File: src/rtl/prog_loader_pkg.sv
// prog_loader_pkg: shared widths, framing constants and FSM state type for the
// boot-time program loader. Build macro PROG_LOADER_CHECKSUM_EN adds the CHK state.
package prog_loader_pkg;

    localparam int         PL_ADDR_W      = 12;
    localparam int         PL_DATA_W      = 16;
    localparam int         PL_MAX_WORDS   = 4096;
    localparam logic [7:0] PL_SYNC_BYTE   = 8'hA5;
    localparam int         PL_TIMEOUT_CYC = 65535;
    localparam int         PL_CNT_W       = 16;

    typedef enum logic [3:0] {
        ST_IDLE,
        ST_CNT_HI,
        ST_CNT_LO,
        ST_WORD_HI,
        ST_WORD_LO,
        ST_WRITE,
`ifdef PROG_LOADER_CHECKSUM_EN
        ST_CHK,
`endif
        ST_RUN,
        ST_ERR
    } state_t;

endpackage

File: src/rtl/loader_timeout.sv
// loader_timeout: idle-cycle counter for the program loader. Counts while armed,
// restarts on clear or when disarmed, and raises expire once LIMIT idle cycles pass.
module loader_timeout
    import prog_loader_pkg::*;
#(
    parameter int LIMIT = PL_TIMEOUT_CYC
) (
    input  logic clk,
    input  logic rst,
    input  logic run,
    input  logic clear,
    output logic expire
);

    localparam int W = $clog2(LIMIT + 1);

    logic [W-1:0] idle_cnt;

    assign expire = (idle_cnt == W'(LIMIT));

    // Count idle cycles while armed, saturating at the limit; any accepted byte or disarm restarts
    always_ff @(posedge clk or posedge rst) begin
        if (rst) begin
            idle_cnt <= '0;
        end else if (!run || clear) begin
            idle_cnt <= '0;
        end else if (!expire) begin
            idle_cnt <= idle_cnt + 1'b1;
        end
    end

endmodule

File: src/rtl/prog_loader.sv
// prog_loader: assembles a framed byte stream (SYNC, count hi/lo, word hi/lo ...)
// into 16-bit instruction words, writes them into the CPU instruction memory and
// releases the CPU once the image is complete.
// Build macro PROG_LOADER_CHECKSUM_EN: adds a trailing XOR checksum byte (CHK state).
module prog_loader
    import prog_loader_pkg::*;
#(
    parameter int         ADDR_W      = PL_ADDR_W,
    parameter int         DATA_W      = PL_DATA_W,
    parameter int         MAX_WORDS   = PL_MAX_WORDS,
    parameter logic [7:0] SYNC_BYTE   = PL_SYNC_BYTE,
    parameter int         TIMEOUT_CYC = PL_TIMEOUT_CYC
) (
    input  logic              clk,
    input  logic              rst,
    input  logic              byte_valid,
    input  logic [7:0]        byte_in,
    output logic              byte_ready,
    output logic              we_im,
    output logic [DATA_W-1:0] code_out,
    output logic [ADDR_W-1:0] addr_out,
    output logic              cpu_en,
    output logic              busy,
    output logic              done,
    output logic              err
);

    localparam int CNT_W = PL_CNT_W;

    state_t             state;
    logic               xfer;
    logic [CNT_W-1:0]   word_cnt;
    logic [CNT_W-1:0]   cnt_next;
    logic [ADDR_W:0]    addr;
    logic [ADDR_W:0]    addr_next;
    logic               last_word;
    logic [7:0]         code_hi;
    logic               timer_run;
    logic               timer_expire;
`ifdef PROG_LOADER_CHECKSUM_EN
    logic [7:0]         csum;
`endif

    assign xfer      = byte_valid & byte_ready;
    assign cnt_next  = {word_cnt[CNT_W-1:8], byte_in};
    assign addr_next = addr + 1'b1;
    assign last_word = ({{(CNT_W-ADDR_W-1){1'b0}}, addr_next} == word_cnt);

    // Arm the idle timer only in states that are waiting for the next byte of a frame
    always_comb begin
        timer_run = 1'b0;
        case (state)
            ST_CNT_HI, ST_CNT_LO, ST_WORD_HI, ST_WORD_LO: timer_run = 1'b1;
`ifdef PROG_LOADER_CHECKSUM_EN
            ST_CHK: timer_run = 1'b1;
`endif
            default: timer_run = 1'b0;
        endcase
    end

    loader_timeout #(
        .LIMIT (TIMEOUT_CYC)
    ) u_timeout (
        .clk    (clk),
        .rst    (rst),
        .run    (timer_run),
        .clear  (xfer),
        .expire (timer_expire)
    );

    // Frame FSM with registered status/handshake outputs and the memory write port
    always_ff @(posedge clk or posedge rst) begin
        if (rst) begin
            state      <= ST_IDLE;
            byte_ready <= 1'b1;
            we_im      <= 1'b0;
            code_out   <= '0;
            addr_out   <= '0;
            cpu_en     <= 1'b0;
            busy       <= 1'b0;
            done       <= 1'b0;
            err        <= 1'b0;
            word_cnt   <= '0;
            addr       <= '0;
            code_hi    <= '0;
`ifdef PROG_LOADER_CHECKSUM_EN
            csum       <= '0;
`endif
        end else begin
            we_im      <= 1'b0;
            byte_ready <= 1'b1;
            if (timer_expire) begin
                state  <= ST_ERR;
                busy   <= 1'b0;
                err    <= 1'b1;
                cpu_en <= 1'b0;
                done   <= 1'b0;
            end else begin
                case (state)
                    ST_IDLE, ST_RUN, ST_ERR: begin
                        if (xfer && byte_in == SYNC_BYTE) begin
                            state  <= ST_CNT_HI;
                            busy   <= 1'b1;
                            cpu_en <= 1'b0;
                            done   <= 1'b0;
                            err    <= 1'b0;
`ifdef PROG_LOADER_CHECKSUM_EN
                            csum   <= '0;
`endif
                        end
                    end
                    ST_CNT_HI: begin
                        if (xfer) begin
                            word_cnt[CNT_W-1:8] <= byte_in;
                            state               <= ST_CNT_LO;
`ifdef PROG_LOADER_CHECKSUM_EN
                            csum                <= csum ^ byte_in;
`endif
                        end
                    end
                    ST_CNT_LO: begin
                        if (xfer) begin
                            word_cnt <= cnt_next;
                            addr     <= '0;
`ifdef PROG_LOADER_CHECKSUM_EN
                            csum     <= csum ^ byte_in;
`endif
                            if (cnt_next == '0) begin
`ifdef PROG_LOADER_CHECKSUM_EN
                                state  <= ST_CHK;
`else
                                state  <= ST_RUN;
                                busy   <= 1'b0;
                                cpu_en <= 1'b1;
                                done   <= 1'b1;
`endif
                            end else if (cnt_next > CNT_W'(MAX_WORDS)) begin
                                state <= ST_ERR;
                                busy  <= 1'b0;
                                err   <= 1'b1;
                            end else begin
                                state <= ST_WORD_HI;
                            end
                        end
                    end
                    ST_WORD_HI: begin
                        if (xfer) begin
                            code_hi <= byte_in;
                            state   <= ST_WORD_LO;
`ifdef PROG_LOADER_CHECKSUM_EN
                            csum    <= csum ^ byte_in;
`endif
                        end
                    end
                    ST_WORD_LO: begin
                        if (xfer) begin
                            code_out   <= {code_hi, byte_in};
                            addr_out   <= addr[ADDR_W-1:0];
                            we_im      <= 1'b1;
                            byte_ready <= 1'b0;
                            state      <= ST_WRITE;
`ifdef PROG_LOADER_CHECKSUM_EN
                            csum       <= csum ^ byte_in;
`endif
                        end
                    end
                    ST_WRITE: begin
                        addr <= addr_next;
                        if (last_word) begin
`ifdef PROG_LOADER_CHECKSUM_EN
                            state  <= ST_CHK;
`else
                            state  <= ST_RUN;
                            busy   <= 1'b0;
                            cpu_en <= 1'b1;
                            done   <= 1'b1;
`endif
                        end else begin
                            state <= ST_WORD_HI;
                        end
                    end
`ifdef PROG_LOADER_CHECKSUM_EN
                    ST_CHK: begin
                        if (xfer) begin
                            busy <= 1'b0;
                            if (byte_in == csum) begin
                                state  <= ST_RUN;
                                cpu_en <= 1'b1;
                                done   <= 1'b1;
                            end else begin
                                state <= ST_ERR;
                                err   <= 1'b1;
                            end
                        end
                    end
`endif
                    default: begin
                        state <= ST_IDLE;
                    end
                endcase
            end
        end
    end

endmodule
File: config.mk
export PLATFORM = sky130hd
export DESIGN_NAME = prog_loader
export DESIGN_NICKNAME = d
export VERILOG_FILES = /design/src/rtl/prog_loader_pkg.sv /design/src/rtl/loader_timeout.sv /design/src/rtl/prog_loader.sv
export SDC_FILE = /design/constraint.sdc
export NUM_CORES = 1
export LEC_CHECK = 0
export ABC_CLOCK_PERIOD_IN_PS = 3600
export CAP_MARGIN = 20
export CORE_AREA = 3 3 103 105
export DETAILED_ROUTE_END_ITERATION = 10
export DIE_AREA = 0 0 106 108
export SLEW_MARGIN = 10
export SYNTH_ARGS = -nofsm -noshare
export SYNTH_HDL_FRONTEND = slang
export SYNTH_SLANG_ARGS = --single-unit
File: constraint.sdc
create_clock -name clk -period 3.6 [get_ports clk]
set_clock_uncertainty 0.2 [all_clocks]
set_input_delay 0.36 -clock clk [delete_from_list [all_inputs] [get_ports clk]]
set_output_delay 0.36 -clock clk [all_outputs]
set_load 0.05 [all_outputs]
[Word level (Yosys, flattened, before mapping)]
Cells that the tools add are included.
Storage, ports and cells
  register bits: 90
  input port bits: 11
  output and inout bits: 34
  word-level logic and storage cells: 101
Cells by class
  add/sub/neg operators: 2
  $lt $le $gt $ge: 1
  eq/ne operators: 22
  mux-type cells: 41
  bitwise gates (word level): 3
  reductions and logical operators: 19
Operator list (number)
  $mux W16: 2
  $mux W4: 7
  $pmux W13 S2: 1
  $pmux W4 S6: 1
  $mux W1: 22
  $reduce_and A5 Y1: 4
  $add A16 B1 Y16 const B: 1
  $eq A13 B16 Y1: 1
  $eq A16 B16 Y1 const B: 1
  $eq A4 B3 Y1 const B: 4
  $gt A16 B13 Y1 const B: 1
  $logic_not A16 Y1: 1
  $pmux W8 S2: 1
  $ne A3 B3 Y1 const B: 5
  $add A13 B1 Y13 const B: 1
  $mux W13: 1
  $ne A3 B2 Y1 const B: 4
  $reduce_and A3 Y1: 4
  $eq A4 B2 Y1 const B: 2
  $eq A8 B8 Y1 const B: 1
  $mux W8: 1
  $mux W3: 2
  $pmux W1 S3: 2
  $eq A4 B1 Y1 const B: 1
  other kinds (15): 17

[Depth between registers and ports, before layout]
  word-level depth: 6
  gate-level depth with buffers: 8
  gate-level depth less buffers: 7

[Modules after synthesis]
From an unflattened synthesis, not the netlist that was laid out.
Unflattened totals
  cell total of the unflattened synthesis: 477
  area, all modules: 4583.1 um2
Modules (own cells, without submodules)
  prog_loader: instances 1, cells an instance 383, area each 3666.0 um2, sequential area each 1828.0 um2
  loader_timeout: instances 1, cells an instance 94, area each 917.1 um2, sequential area each 400.4 um2

[Least setup slack after synthesis]
Ideal clock, no wire load.
  path type: flip-flop to flip-flop
  from: register u_timeout.idle_cnt[0]
  to: register code_hi[0]
  library setup time: 125 ps
  arrival time: 2005 ps
  required time: 3275 ps
  path slack: 1270 ps
  cell stages (with the launch flop): 7
  path buffers: 0
  period minus slack after synthesis: 2330 ps
  path through: dfrtp_1 -> ha_1 -> and3_1 -> nand3_1 -> nor3_2 -> nor4_2 -> mux2_2
Between the ends
  word-level cells in the longest chain between the ends: 3
RTL lines
  start, declared: line loader_timeout.sv:17  | logic [W-1:0] idle_cnt;
  start signal, assigned: line loader_timeout.sv:28  | idle_cnt <= idle_cnt + 1'b1;
  $eq A16 B16 Y1: line loader_timeout.sv:19  | assign expire = (idle_cnt == W'(LIMIT));
  $not A1 Y1 (no line)
  $reduce_and A3 Y1 (no line)
  end signal, assigned: line prog_loader.sv:148  | code_hi <= byte_in;
  end, declared: line prog_loader.sv:37  | logic [7:0] code_hi;
Every way passes these cells.
A chain may end at the register's enable or synchronous reset.

[Final worst setup path]
  from: register u_timeout.idle_cnt[6]
  to: register addr_out[9]
Between the ends
  word-level cells in the longest chain between the ends: 3
RTL lines
  $eq A16 B16 Y1: line loader_timeout.sv:19
  $not A1 Y1 (no line)
  $reduce_and A3 Y1 (no line)
  end signal, assigned: line prog_loader.sv:158  | addr_out <= addr[ADDR_W-1:0];
  end, declared: line prog_loader.sv:21  | output logic [ADDR_W-1:0] addr_out,
Every way passes these cells.

==> results_dict.tcl <==
set metrics [dict create \
    gp_congestion 0.860 \
    ys.flop_type "dfrtp_1" \
    end_kind "register" \
    io_pins 45 \
    clock_sinks 89 \
    area_growth_pct 17.7 \
    slowest_stage "nand4_1" \
    final_common_cell "dfrtp_1" \
    initial_core_util 0.451 \
    finalPower_mw 4.27 \
    grt_pass1_wl_um 16400 \
    grt.overflow.total 0 \
    tightest_slew_ns 0.878 \
    crit_type "reg -> reg" \
    n_fill_cell 898 \
    cts_resized 0 \
    final_core_util 0.531 \
    ys_types 59 \
    ys_warn_count 0 \
    drc_errors 0 \
    whs_ns 0.232 \
    drive_gt1_frac 0.189 \
    hpwl_um 6800 \
    fin_crit_sh 0.770 \
    die_x_um 106 \
    vdd_drop_max_v 0.000481 \
    drv_slew 0 \
    syn_inst 398 \
    slew_headroom 0.411 \
    critPathTopFamily "simple AND/OR/NAND/NOR gates" \
    tritoncts "built" \
    ys_ff_latch 89 \
    track_usage 0.180 \
    status "complete, no violations" \
    synth_edf_count 0 \
    seq_area_mm2 0.00223 \
    hold_violations 0 \
    finalWirelength_um 9770 \
    powerDensity_mw_per_mm2 827 \
    arrival_ns 2.82 \
    grt_max_degree 45 \
    antenna_found_initial 0 \
    grt_pass1_vias 3177 \
    drtIter0Drc 196 \
    max_stage_delay_ns 0.45 \
    nets 447 \
    crit_buf_inv 1 \
    min_period_ns 2.77 \
    worstPathCellList "and4_1 -> and3_1 -> nand3_1 -> nand4_1 -> buf_12 -> mux2_2" \
    port_buffers 44 \
    synth.cell_area_mm2 0.00439 \
    fmax_mhz 361 \
    core.rowCount 36 \
    syn_avg_cell_area_um2 11.0 \
    ys_seq_area_frac 0.508 \
    cp-start-kind "register" \
    ant_nets 0 \
    diodes 0 \
    die-height_um 108 \
    clkLatencyLatePin_ns 0.37 \
    final_cell_mix "dfrtp_1 (88), mux2_2 (52), clkdlybuf4s50_1 (44)" \
    core_area_mm2 0.00973 \
    crit_fanout 28 \
    ctsHoldBuffers 0 \
    clk_pin_slew_worst_paths_ns 0.10 \
    worstHoldPathType "in -> async" \
    routed_wire_length_per_instance_um 17.1 \
    r2r_slack_ns 0.83 \
    h-tree-depth 3 \
    dieArea_mm2 0.0114 \
    route.vias.total 3247 \
    viasPerCell 5.68 \
    tns_ns 0 \
    cts_buffers 9 \
    first_pass_iters 5 \
    post_cts.repair.setup_buffers 0 \
    rsz0062_at_grt "no" \
    setup_viol 0 \
    p_leak_nw 2.18 \
    synth.net_count 411 \
    cts_max_path_buffers 2 \
    synthArstFlopShare 1.00 \
    cap_viol_max_count 0 \
    multi_input_area_mm2 0.00202 \
    clockRootBuffer "clkbuf_8" \
    cp.required_ns 3.65 \
]
[power by group]
| part | switching, mW | internal [mW] |
|---|---|---|
| combinational | 1.09 | 0.760 |
| clock | 0.374 | 0.398 |
| sequential | 0.313 | 1.34 |
| total | 1.77 | 2.50 |
[metrics by stage]
stage	cell area, um2	setup slack [ns]	cells
2_1_floorplan	4390	0.735	398
3_3_place_gp	4940	0.695	556
3_5_place_dp	4940	0.670	556
4_1_cts	5160	0.818	572
5_1_grt	5160	0.670	572
6_report	5160	0.828	572
[metal layers]
| metal | wire, um | vias to the layer above | GRT usage |
|---|---|---|---|
| met5 | 0 | - | 0 |
| li1 | - | 1540 | - |
| met3 | 468 | 18 | 0.0364 |
| met4 | 153 | 0 | 0.0629 |
| met1 | 4670 | 1602 | 0.261 |
| met2 | 4480 | 87 | 0.271 |
[worst reg2reg max path, delay by kind of cell (launching register included)]
kind / cells / cell delay [ns]
simple gates: 4 / 1.43
flops: 1 / 0.42
mux: 1 / 0.37
buf+inv: 1 / 0.24
[path summary, 6_finish.rpt]
kind                                       start          end  cells after the start
min reg2reg                          addr_out[8]  addr_out[8]                      1
min in group clk                     addr_out[8]  addr_out[8]                      1
max                        u_timeout.idle_cnt[6]  addr_out[9]                      6
min                                          rst  word_cnt[2]                      2
max in group asynchronous                    rst   byte_ready                      3
max reg2reg                u_timeout.idle_cnt[6]  addr_out[9]                      6
[flip-flops by register name, summed over array words and instances, names as in the netlist]
name and count:
addr_out 12, addr 13, state 3, err 1, we_im 1, done 1
code_out 16, code_hi 8, byte_ready 1, u_timeout.idle_cnt 16, busy 1, word_cnt 16
[layout make-up]
cell class / instances / area share
multi-input combinational: 278 / 0.392
timing repair buffer: 50 / 0.0964
inverter: 6 / 0.00460
sequential: 89 / 0.431
clock buffer: 9 / 0.0240
clock inverter: 7 / 0.0194
tap: 133 / 0.0322
[synthesized netlist by cell type (2+ instances only)]
library cell / count / area share
and4_1: 5 / 0.010
o41ai_1: 3 / 0.0060
nand2_1: 22 / 0.019
mux2_2: 52 / 0.13
nand4_1: 13 / 0.019
a211o_1: 2 / 0.0040
nor3_1: 9 / 0.010
or3_1: 4 / 0.0057
a21boi_0: 2 / 0.0034
nor3_2: 2 / 0.0046
xnor2_1: 14 / 0.028
o22ai_1: 2 / 0.0029
inv_1: 5 / 0.0043
xor2_1: 13 / 0.026
nor4_1: 3 / 0.0043
or4_1: 2 / 0.0034
nor2_1: 27 / 0.023
o211ai_1: 2 / 0.0034
buf_2: 6 / 0.0068
o31ai_1: 4 / 0.0068
a31oi_1: 5 / 0.0071
o21ai_0: 26 / 0.030
dfrtp_1: 88 / 0.50
nand3_1: 17 / 0.019
o21a_1: 2 / 0.0034
a311oi_1: 3 / 0.0060
and3_1: 10 / 0.014
ha_1: 2 / 0.0057
clkbuf_1: 15 / 0.013
a21oi_1: 6 / 0.0068
nor4b_1: 3 / 0.0060
a311o_1: 2 / 0.0046
[cells by family after synthesis]
| group | count (synthesis) | synth area share |
|---|---|---|
| AND/OR/NAND/NOR | 125 | 0.158 |
| buffers and inverters | 31 | 0.0311 |
| adder cells (fa/ha/maj) | 2 | 0.00570 |
| AO/OA/AOI/OAI | 72 | 0.110 |
| multiplexers | 52 | 0.133 |
| flip-flops | 89 | 0.508 |
| XOR/XNOR | 27 | 0.0539 |
(Power assumes the default switching activity.)
